[src/rtl/cpu_pkg.sv]
// Shared definitions for the 16-bit multicycle processor control path:
// opcodes, ALUop codes, mux selects and the main FSM state encoding.
package cpu_pkg;

   localparam int OPCODE_W = 4;
   localparam int STATE_W  = 4;

   localparam logic [OPCODE_W-1:0] OP_RTYPE = 4'd0;
   localparam logic [OPCODE_W-1:0] OP_ADDI  = 4'd1;
   localparam logic [OPCODE_W-1:0] OP_ORI   = 4'd2;
   localparam logic [OPCODE_W-1:0] OP_LW    = 4'd3;
   localparam logic [OPCODE_W-1:0] OP_SW    = 4'd4;
   localparam logic [OPCODE_W-1:0] OP_BEQ   = 4'd5;
   localparam logic [OPCODE_W-1:0] OP_BNE   = 4'd6;
   localparam logic [OPCODE_W-1:0] OP_J     = 4'd7;
   localparam logic [OPCODE_W-1:0] OP_JAL   = 4'd8;
   localparam logic [OPCODE_W-1:0] OP_JR    = 4'd9;

   localparam logic [1:0] ALUOP_ADD  = 2'd0;
   localparam logic [1:0] ALUOP_SUB  = 2'd1;
   localparam logic [1:0] ALUOP_FUNC = 2'd2;
   localparam logic [1:0] ALUOP_OR   = 2'd3;

   localparam logic [1:0] SRCB_B     = 2'd0;
   localparam logic [1:0] SRCB_TWO   = 2'd1;
   localparam logic [1:0] SRCB_IMM   = 2'd2;
   localparam logic [1:0] SRCB_IMMSH = 2'd3;

   localparam logic [1:0] PCSRC_ALU  = 2'd0;
   localparam logic [1:0] PCSRC_OUT  = 2'd1;
   localparam logic [1:0] PCSRC_JMP  = 2'd2;
   localparam logic [1:0] PCSRC_REG  = 2'd3;

   localparam logic [1:0] REGDST_RT  = 2'd0;
   localparam logic [1:0] REGDST_RD  = 2'd1;
   localparam logic [1:0] REGDST_LNK = 2'd2;

   typedef enum logic [STATE_W-1:0] {
      S_IDLE     = 4'd0,
      S_FETCH    = 4'd1,
      S_DECODE   = 4'd2,
      S_EXEC_R   = 4'd3,
      S_EXEC_I   = 4'd4,
      S_R_WB     = 4'd5,
      S_MEM_ADDR = 4'd6,
      S_MEM_RD   = 4'd7,
      S_MEM_WB   = 4'd8,
      S_MEM_WR   = 4'd9,
      S_BRANCH   = 4'd10,
      S_JUMP     = 4'd11,
      S_HALT     = 4'd12
   } state_t;

endpackage

[src/rtl/main_control_fsm.sv]
// Multicycle main control FSM: sequences fetch/decode/execute/mem/writeback
// and drives every datapath enable plus the ALUop for aluControl.
module main_control_fsm
   import cpu_pkg::*;
#(
   parameter int OPCODE_W = 4,
   parameter int STATE_W  = 4
) (
   input  logic                CLK,
   input  logic                Reset_n,
   input  logic [OPCODE_W-1:0] opcode,
   input  logic                mem_ready,
   output logic                PCWrite,
   output logic                PCWriteCondEQ,
   output logic                PCWriteCondNE,
   output logic                IorD,
   output logic                MemRead,
   output logic                MemWrite,
   output logic                IRWrite,
   output logic                MemtoReg,
   output logic [1:0]          RegDst,
   output logic                RegWrite,
   output logic                ALUSrcA,
   output logic [1:0]          ALUSrcB,
   output logic [1:0]          ALUop,
   output logic [1:0]          PCSource,
   output logic                illegal
);

   state_t r_state;
   state_t w_next;

   always_ff @(posedge CLK or negedge Reset_n) begin
      if (!Reset_n) begin
         r_state <= S_IDLE;
      end else begin
         r_state <= w_next;
      end
   end

   always_comb begin
      w_next        = r_state;
      PCWrite       = 1'b0;
      PCWriteCondEQ = 1'b0;
      PCWriteCondNE = 1'b0;
      IorD          = 1'b0;
      MemRead       = 1'b0;
      MemWrite      = 1'b0;
      IRWrite       = 1'b0;
      MemtoReg      = 1'b0;
      RegDst        = REGDST_RT;
      RegWrite      = 1'b0;
      ALUSrcA       = 1'b0;
      ALUSrcB       = SRCB_B;
      ALUop         = ALUOP_ADD;
      PCSource      = PCSRC_ALU;
      illegal       = 1'b0;

      unique case (r_state)
         S_IDLE: begin
            w_next = S_FETCH;
         end
         S_FETCH: begin
            MemRead = 1'b1;
            ALUSrcB = SRCB_TWO;
            IRWrite = mem_ready;
            PCWrite = mem_ready;
            if (mem_ready) w_next = S_DECODE;
         end
         S_DECODE: begin
            // Speculative branch target lands in ALUOut
            ALUSrcB = SRCB_IMMSH;
            case (opcode)
               OP_RTYPE:       w_next = S_EXEC_R;
               OP_ADDI, OP_ORI: w_next = S_EXEC_I;
               OP_LW, OP_SW:   w_next = S_MEM_ADDR;
               OP_BEQ, OP_BNE: w_next = S_BRANCH;
               OP_J, OP_JAL,
               OP_JR:          w_next = S_JUMP;
               default:        w_next = S_HALT;
            endcase
         end
         S_EXEC_R: begin
            ALUSrcA = 1'b1;
            ALUop   = ALUOP_FUNC;
            w_next  = S_R_WB;
         end
         S_EXEC_I: begin
            ALUSrcA = 1'b1;
            ALUSrcB = SRCB_IMM;
            ALUop   = (opcode == OP_ORI) ? ALUOP_OR : ALUOP_ADD;
            w_next  = S_R_WB;
         end
         S_R_WB: begin
            RegWrite = 1'b1;
            RegDst   = (opcode == OP_RTYPE) ? REGDST_RD : REGDST_RT;
            w_next   = S_FETCH;
         end
         S_MEM_ADDR: begin
            ALUSrcA = 1'b1;
            ALUSrcB = SRCB_IMM;
            w_next  = (opcode == OP_LW) ? S_MEM_RD : S_MEM_WR;
         end
         S_MEM_RD: begin
            MemRead = 1'b1;
            IorD    = 1'b1;
            if (mem_ready) w_next = S_MEM_WB;
         end
         S_MEM_WB: begin
            RegWrite = 1'b1;
            MemtoReg = 1'b1;
            w_next   = S_FETCH;
         end
         S_MEM_WR: begin
            MemWrite = 1'b1;
            IorD     = 1'b1;
            if (mem_ready) w_next = S_FETCH;
         end
         S_BRANCH: begin
            ALUSrcA       = 1'b1;
            ALUop         = ALUOP_SUB;
            PCSource      = PCSRC_OUT;
            PCWriteCondEQ = (opcode == OP_BEQ);
            PCWriteCondNE = (opcode == OP_BNE);
            w_next        = S_FETCH;
         end
         S_JUMP: begin
            PCWrite  = 1'b1;
            PCSource = (opcode == OP_JR) ? PCSRC_REG : PCSRC_JMP;
            // Link value is the PC+2 already captured during FETCH
            if (opcode == OP_JAL) begin
               RegWrite = 1'b1;
               RegDst   = REGDST_LNK;
            end
            w_next = S_FETCH;
         end
         S_HALT: begin
            illegal = 1'b1;
            w_next  = S_HALT;
         end
         default: begin
            w_next = S_IDLE;
         end
      endcase
   end

endmodule

[config.mk]
export PLATFORM = sky130hd
export DESIGN_NAME = main_control_fsm
export DESIGN_NICKNAME = d
export VERILOG_FILES = /design/src/rtl/cpu_pkg.sv /design/src/rtl/main_control_fsm.sv
export SDC_FILE = /design/constraint.sdc
export NUM_CORES = 1
export LEC_CHECK = 0
export ABC_AREA = 1
export BUFFER_PORTS_ARGS = -buffer_cell sky130_fd_sc_hd__buf_2
export CAP_MARGIN = 20
export CORE_MARGIN = 2
export CORE_UTILIZATION = 45
export DETAILED_ROUTE_END_ITERATION = 10
export PLACE_DENSITY = 0.76
export SETUP_SLACK_MARGIN = 0.5
export SYNTH_ARGS = -nofsm -noshare
export SYNTH_HDL_FRONTEND = slang
export SYNTH_SLANG_ARGS = --single-unit
export TNS_END_PERCENT = 10
[constraint.sdc]
create_clock -name CLK -period 1.4 [get_ports CLK]
set_input_delay 0.07 -clock CLK [delete_from_list [all_inputs] [get_ports CLK]]
set_output_delay 0.07 -clock CLK [all_outputs]
set_load 0.02 [all_outputs]
==> out/metrics.yaml, run 1 <==
placement:
  dp_cells: 147
  post-place-ws_ns: 0.1510
  place_hpwl_um: 1324
  gp_congestion: 0.9531
  io_buffers: 25
global_routing:
  grt_overflow_total: 0
  grt_max_degree: 9
  grt_pass1_wl_um: 2718
  grt_usage_pct: 24.38
  antenna_found_initial: 0
  grt_pass1_vias: 654
clock_tree:
  clockRootBuffer: "clkbuf_4"
  cts_buffers: 3
  clk_pin_slew_ns: 0.04
  h-tree-depth: 1
  cts.sinks: 4
  cts_tree: "built"
  clk_latency_ns: 0.25
  clk_path_buf_depth: 2
drt:
  drt_iter0_markers: 59
  wl_um: 1997
  dr.pass1.iters: 4
  ant_nets: 0
  via_count: 839
  wl_per_cell_um: 12.88
  drcViolationCount: 0
  via_per_inst: 5.413
cells_and_area:
  area_delta_synth_final_pct: 54.62
  largest_reg_flops: 4
  fin_cells: 155
  reg_top3: "r_state: 4 flops"
  layout-drive-gt1-share_pct: 45.00
  top_register: "r_state"
  nets: 154
  n_antenna_cell: 0
setup_path:
  path_max_fanout: 5
  worst_r2r_path_depth: 8
  cp_data_required_time_ns: 1.33
  worstPathArrival_ns: 1.42
  timing.setup.critical_path_class: "flop to output pin"
  startpoint_type: "flop"
  cp-end-kind: "output pin"
sta:
  setup_viol: 11
  rsz0062_at_grt: "yes"
  whs_ns: 0.1497
  min_period_ns: 1.490
  skew_ns: 0.005391
  timing.final.crit_share_pct: 106.5
  fin_ws_ns: -0.09048
  slew_headroom_pct: 84.21
  worst_pin_slew_ns: 0.2343
  max_freq_mhz: 670.9
  slew_violations: 0
  hold_viol_final: 0
synthesis:
  synth-seq-area-share_pct: 16.43
  syn_area_per_cell_um2: 5.642
  syn_nets: 120
  synth.area.top_cells: "nand2_1, dfrtp_1, inv_1"
  synthDistinctLibCells: 19
  synth_top_area_cell: "nand2_1"
  netlist_instances: 108
  yosysWarnings: 0
  yosysTopAreaCellShare_pct: 20.94
  synth-seq-cells: 4
  syn_area_um2: 609.3
pwr:
  pwr-share-seq_pct: 15.7
  pwr-share-comb_pct: 74.4
  power.leakage_nw: 0.5274
  p_per_area_mw_per_mm2: 1617
  p_sw_mw: 0.8633
  peakVddDrop_v: 0.0007638
  p_int_mw: 0.6603
  power_switching_share_pct: 56.66
  clock_power_share_pct: 9.9
flow_run:
  max-cap-violations: 0
floorplanning:
  die_h_um: 40.80
  start_util_pct: 47.42
  rows: 13
  die_x_um: 40.80
  die_area_mm2: 0.001664
  core_area_mm2: 0.001285
  ios: 26
status:
  violations: "setup timing"
  outcome: "finished, violations left"
hold_path:
  hp-class: "primary input to async pin"
## final cells by class
class                   instances  area [µm²]
inverters                      19       71.32
multi-input cells              84       503.0
well taps                      15       18.77
fillers                        96       342.8
clock buffers                   3       22.52
repair buffers                 30       224.0
flip-flops and latches          4       102.6
## path summary, 6_finish.rpt
check                                 from          to  slack [ns]
worst max-delay path            r_state[3]    ALUop[1]       -0.09
worst min-delay path               Reset_n  r_state[0]        0.15
worst max register to register  r_state[2]  r_state[1]        0.14
worst min register to register  r_state[1]  r_state[3]        0.73
max in group asynchronous          Reset_n  r_state[1]        1.11
min in group CLK                 mem_ready  r_state[3]        0.15
## synthesized netlist by cell type
| library cell | n |
|---|---|
| dfrtp_1 | 4 |
| nand3b_1 | 2 |
| o21ai_0 | 5 |
| nor2_2 | 3 |
| nand4_1 | 3 |
| inv_2 | 2 |
| nand3_1 | 8 |
| nand2_1 | 34 |
| nor2_1 | 13 |
| ha_1 | 5 |
| nand2_2 | 2 |
| inv_1 | 17 |
| a21oi_1 | 2 |
| nand3_2 | 1 |
| clkbuf_2 | 1 |
| o21ai_1 | 1 |
| o22ai_1 | 1 |
| nor2_4 | 2 |
| nor3_1 | 2 |
## per-stage QoR
| stage | power (mW) | util (%) | area [µm²] | setup TNS, ns |
|---|---|---|---|---|
| finish | 1.524 | 73.32 | 942.2 | -0.4434 |
| global route | 1.619 | 73.32 | 942.2 | -0.9263 |
| CTS | 1.369 | 68.35 | 878.3 | -0.05204 |
| detailed placement | 1.094 | 59.30 | 762.0 | 0 |
| global placement | 1.086 | 59.30 | 762.0 | 0 |
| floorplan | 0.8525 | - | 623.1 | 0 |
## routing by layer
layer  wire length [µm]  track usage, %  up-vias
met1                813           29.41      371
li1                   -               -      403
met2               1013           42.58       59
met4                 38           9.167        0
met5                  0               0        -
met3                132           3.804        6
## cell families after synthesis
group	synth area share (%)
fa+ha+maj	10.27
buf+inv	12.53
compound gates	7.597
simple gates	53.18
flops	16.43
## layout by cell type (no fill, tap or decap), drive strengths merged
cell         instances
nor2                18
a21oi                2
nand3b               2
nand3                9
nand4                3
nor3                 2
clkbuf               3
dfrtp                4
inv                 19
dlygate4sd3          1
o21ai                6
nand2               36
ha                   5
buf                 29
o22ai                1
## power groups by stage
| stage | sequential, mW | clock (mW) | combinational, mW |
|---|---|---|---|
| 3_3_place_gp | 0.211 | 0 | 0.875 |
| 6_report | 0.240 | 0.151 | 1.13 |
| 2_1_floorplan | 0.204 | 0 | 0.648 |
| 4_1_cts | 0.225 | 0.149 | 0.995 |
| 5_1_grt | 0.243 | 0.160 | 1.22 |
| 3_5_place_dp | 0.213 | 0 | 0.881 |
## worst max-delay path, cell delays in order (launching register included)
cell and delay (ns):
dfrtp_1 0.41, inv_2 0.12, nand2_2 0.14, nor2_4 0.14, nand3_1 0.10, o21ai_0 0.09
buf_2 0.19
## timing repair
item,in CTS,in global routing
hold buffers,1,0
hold endpoints to repair,4,0
resized for setup,24,17
setup buffers,3,1
pin swaps,4,4
endpoints found under the setup margin,23,23
Note: power is estimated with default switching activity, not from simulation.
==> run 2, diff against run 1 <==
==> constraint.sdc (replaced) <==
create_clock -name CLK -period 1.7 [get_ports CLK]
set_input_delay 0.085 -clock CLK [delete_from_list [all_inputs] [get_ports CLK]]
set_output_delay 0.085 -clock CLK [all_outputs]
set_load 0.02 [all_outputs]
==> run 2 against run 1 <==
- the run now ends clean
- clock skew down 0.0013 ns
- sequential power decreased by 14%
- utilization is 6.9 points lower
- sequential share of layout area increased by 1.3 points
- worst setup slack better by 0.29 ns
- routed wire length fell by 10%
- sequential cell count unchanged
- critical path depth did not move
- final cell count down 1.3%
- die area unchanged
- global-route usage shrank 1.0 points
- cell area decreased by 9.4%
- critical endpoint is now RegWrite
- largest cell class unchanged
==> out/metrics.yaml, run 2 (synthesis results as in run 1) <==
setup_path:
  worstPathArrival_ns: 1.42
  path_max_fanout: 6
  startpoint_type: "flop"
  timing.setup.critical_path_class: "flop to output pin"
  cp-end-kind: "output pin"
  worst_r2r_path_depth: 7
  cp_data_required_time_ns: 1.62
cells_and_area:
  top_register: "r_state"
  fin_cells: 153
  n_antenna_cell: 0
  multi_input_area_um2: 479.2
  num-fill-cells: 124
  mostFrequentLayoutCells: "nand2_1, buf_2, inv_1"
  final_common_cell: "nand2_1"
  layout-drive-gt1-share_pct: 39.13
  postLayoutCellArea_um2: 853.3
  largest_reg_flops: 4
  reg_top3: "r_state: 4 flops"
  area_delta_synth_final_pct: 40.04
  regArea_um2: 103.9
  finalCoreUtilization_pct: 66.41
  nets: 152
sta:
  slew_violations: 0
  skew_ns: 0.004058
  slew_headroom_pct: 82.19
  timing.final.crit_share_pct: 88.52
  worst_pin_slew_ns: 0.2644
  setup_viol: 0
  rsz0062_at_grt: "yes"
  whs_ns: 0.1704
  hold_viol_final: 0
  fin_ws_ns: 0.1952
  min_period_ns: 1.505
  final.setup.tns_ns: 0
  max_freq_mhz: 664.5
pwr:
  pwr-share-seq_pct: 17.6
  power_switching_share_pct: 56.82
  power.leakage_nw: 0.5020
  clock_power_share_pct: 10.9
  peakVddDrop_v: 0.0006297
  p_per_area_mw_per_mm2: 1378
  p_int_mw: 0.5077
  p_sw_mw: 0.6682
  pwr-share-comb_pct: 71.5
  p_total_mw: 1.176
floorplanning:
  core_area_mm2: 0.001285
  rows: 13
  die_h_um: 40.80
  start_util_pct: 47.42
  ios: 26
  die_area_mm2: 0.001664
  die_x_um: 40.80
drt:
  drt_iter0_markers: 10
  via_per_inst: 5.105
  drcViolationCount: 0
  via_count: 781
  ant_nets: 0
  wl_um: 1797
  dr.pass1.iters: 4
  wl_per_cell_um: 11.75
status:
  outcome: "completed"
global_routing:
  grt_usage_pct: 23.37
  antenna_found_initial: 0
  grt_pass1_wl_um: 2580
  grt_overflow_total: 0
  grt_max_degree: 9
  grt_pass1_vias: 628
placement:
  place_area_um2: 748.2
  dp_cells: 147
  io_buffers: 25
  gp_congestion: 0.9108
  place_hpwl_um: 1382
  post-place-ws_ns: 0.4100
clock_tree:
  clockRootBuffer: "clkbuf_4"
  clk_latency_ns: 0.24
  cts_buffers: 3
  cts.sinks: 4
  clk_path_buf_depth: 2
  h-tree-depth: 1
  clk_pin_slew_ns: 0.04
  cts_tree: "built"
flow_run:
  max-cap-violations: 0
hold_path:
  hp-class: "primary input to flop"
  worstHoldPathCells: 4
[run 2: cell types whose count changed in the layout (fill, tap and decap cells not counted), sizes merged]
| cell | previous run | this run |
|---|---|---|
| buf | 29 | 27 |
[run 2: critical path, cell delays in order (launching register included)]
cell and delay, ns:
dfrtp_2 0.47, nor2_4 0.16, inv_2 0.06, nor2_4 0.10, nand4_1 0.12, nand3b_1 0.12, buf_4 0.14
[run 2: layer usage]
metal | up-vias | part of all wire (%) | global-route usage, % | wire length, µm
met5 | - | 0 | 0 | 0
li1 | 399 | - | - | -
met2 | 18 | 54 | 42.97 | 970
met1 | 361 | 43 | 27.78 | 764
met3 | 3 | 2.6 | 3.261 | 46
met4 | 0 | 0.83 | 5.833 | 15
[run 2: path summary, 6_finish.rpt]
| kind | endpoint | slack, ns | from |
|---|---|---|---|
| setup reg to reg | r_state[1] | 0.49 | r_state[3] |
| max in group asynchronous | r_state[2] | 1.39 | Reset_n |
| hold reg to reg | r_state[0] | 0.77 | r_state[3] |
| min in group asynchronous | r_state[0] | 0.18 | Reset_n |
| hold / removal | r_state[3] | 0.17 | mem_ready |
| setup / recovery | RegWrite | 0.20 | r_state[2] |
[run 2: what timing repair did]
action	4_1_cts	5_1_grt
pin swaps	1	2
hold buffers	1	0
endpoints found under the setup margin	21	23
setup buffers	1	1
resized for setup	8	14
endpoints found under the hold margin	4	0
[run 2: area by class of cell]
| type | instances | share of cell area (%) |
|---|---|---|
| multi-input combinational | 84 | 56.16 |
| timing repair buffer | 28 | 18.18 |
| inverter | 19 | 8.651 |
| clock buffer | 3 | 2.639 |
| tap | 15 | 2.199 |
| sequential | 4 | 12.17 |
[run 2: power by group through the flow]
stage               Clock [mW]  Sequential [mW]  Combinational, mW
detailed placement           0            0.174              0.719
global placement             0            0.171              0.715
global route             0.134            0.211              0.935
finish                   0.128            0.207              0.841
floorplan                    0            0.168              0.526
CTS                      0.124            0.181              0.759
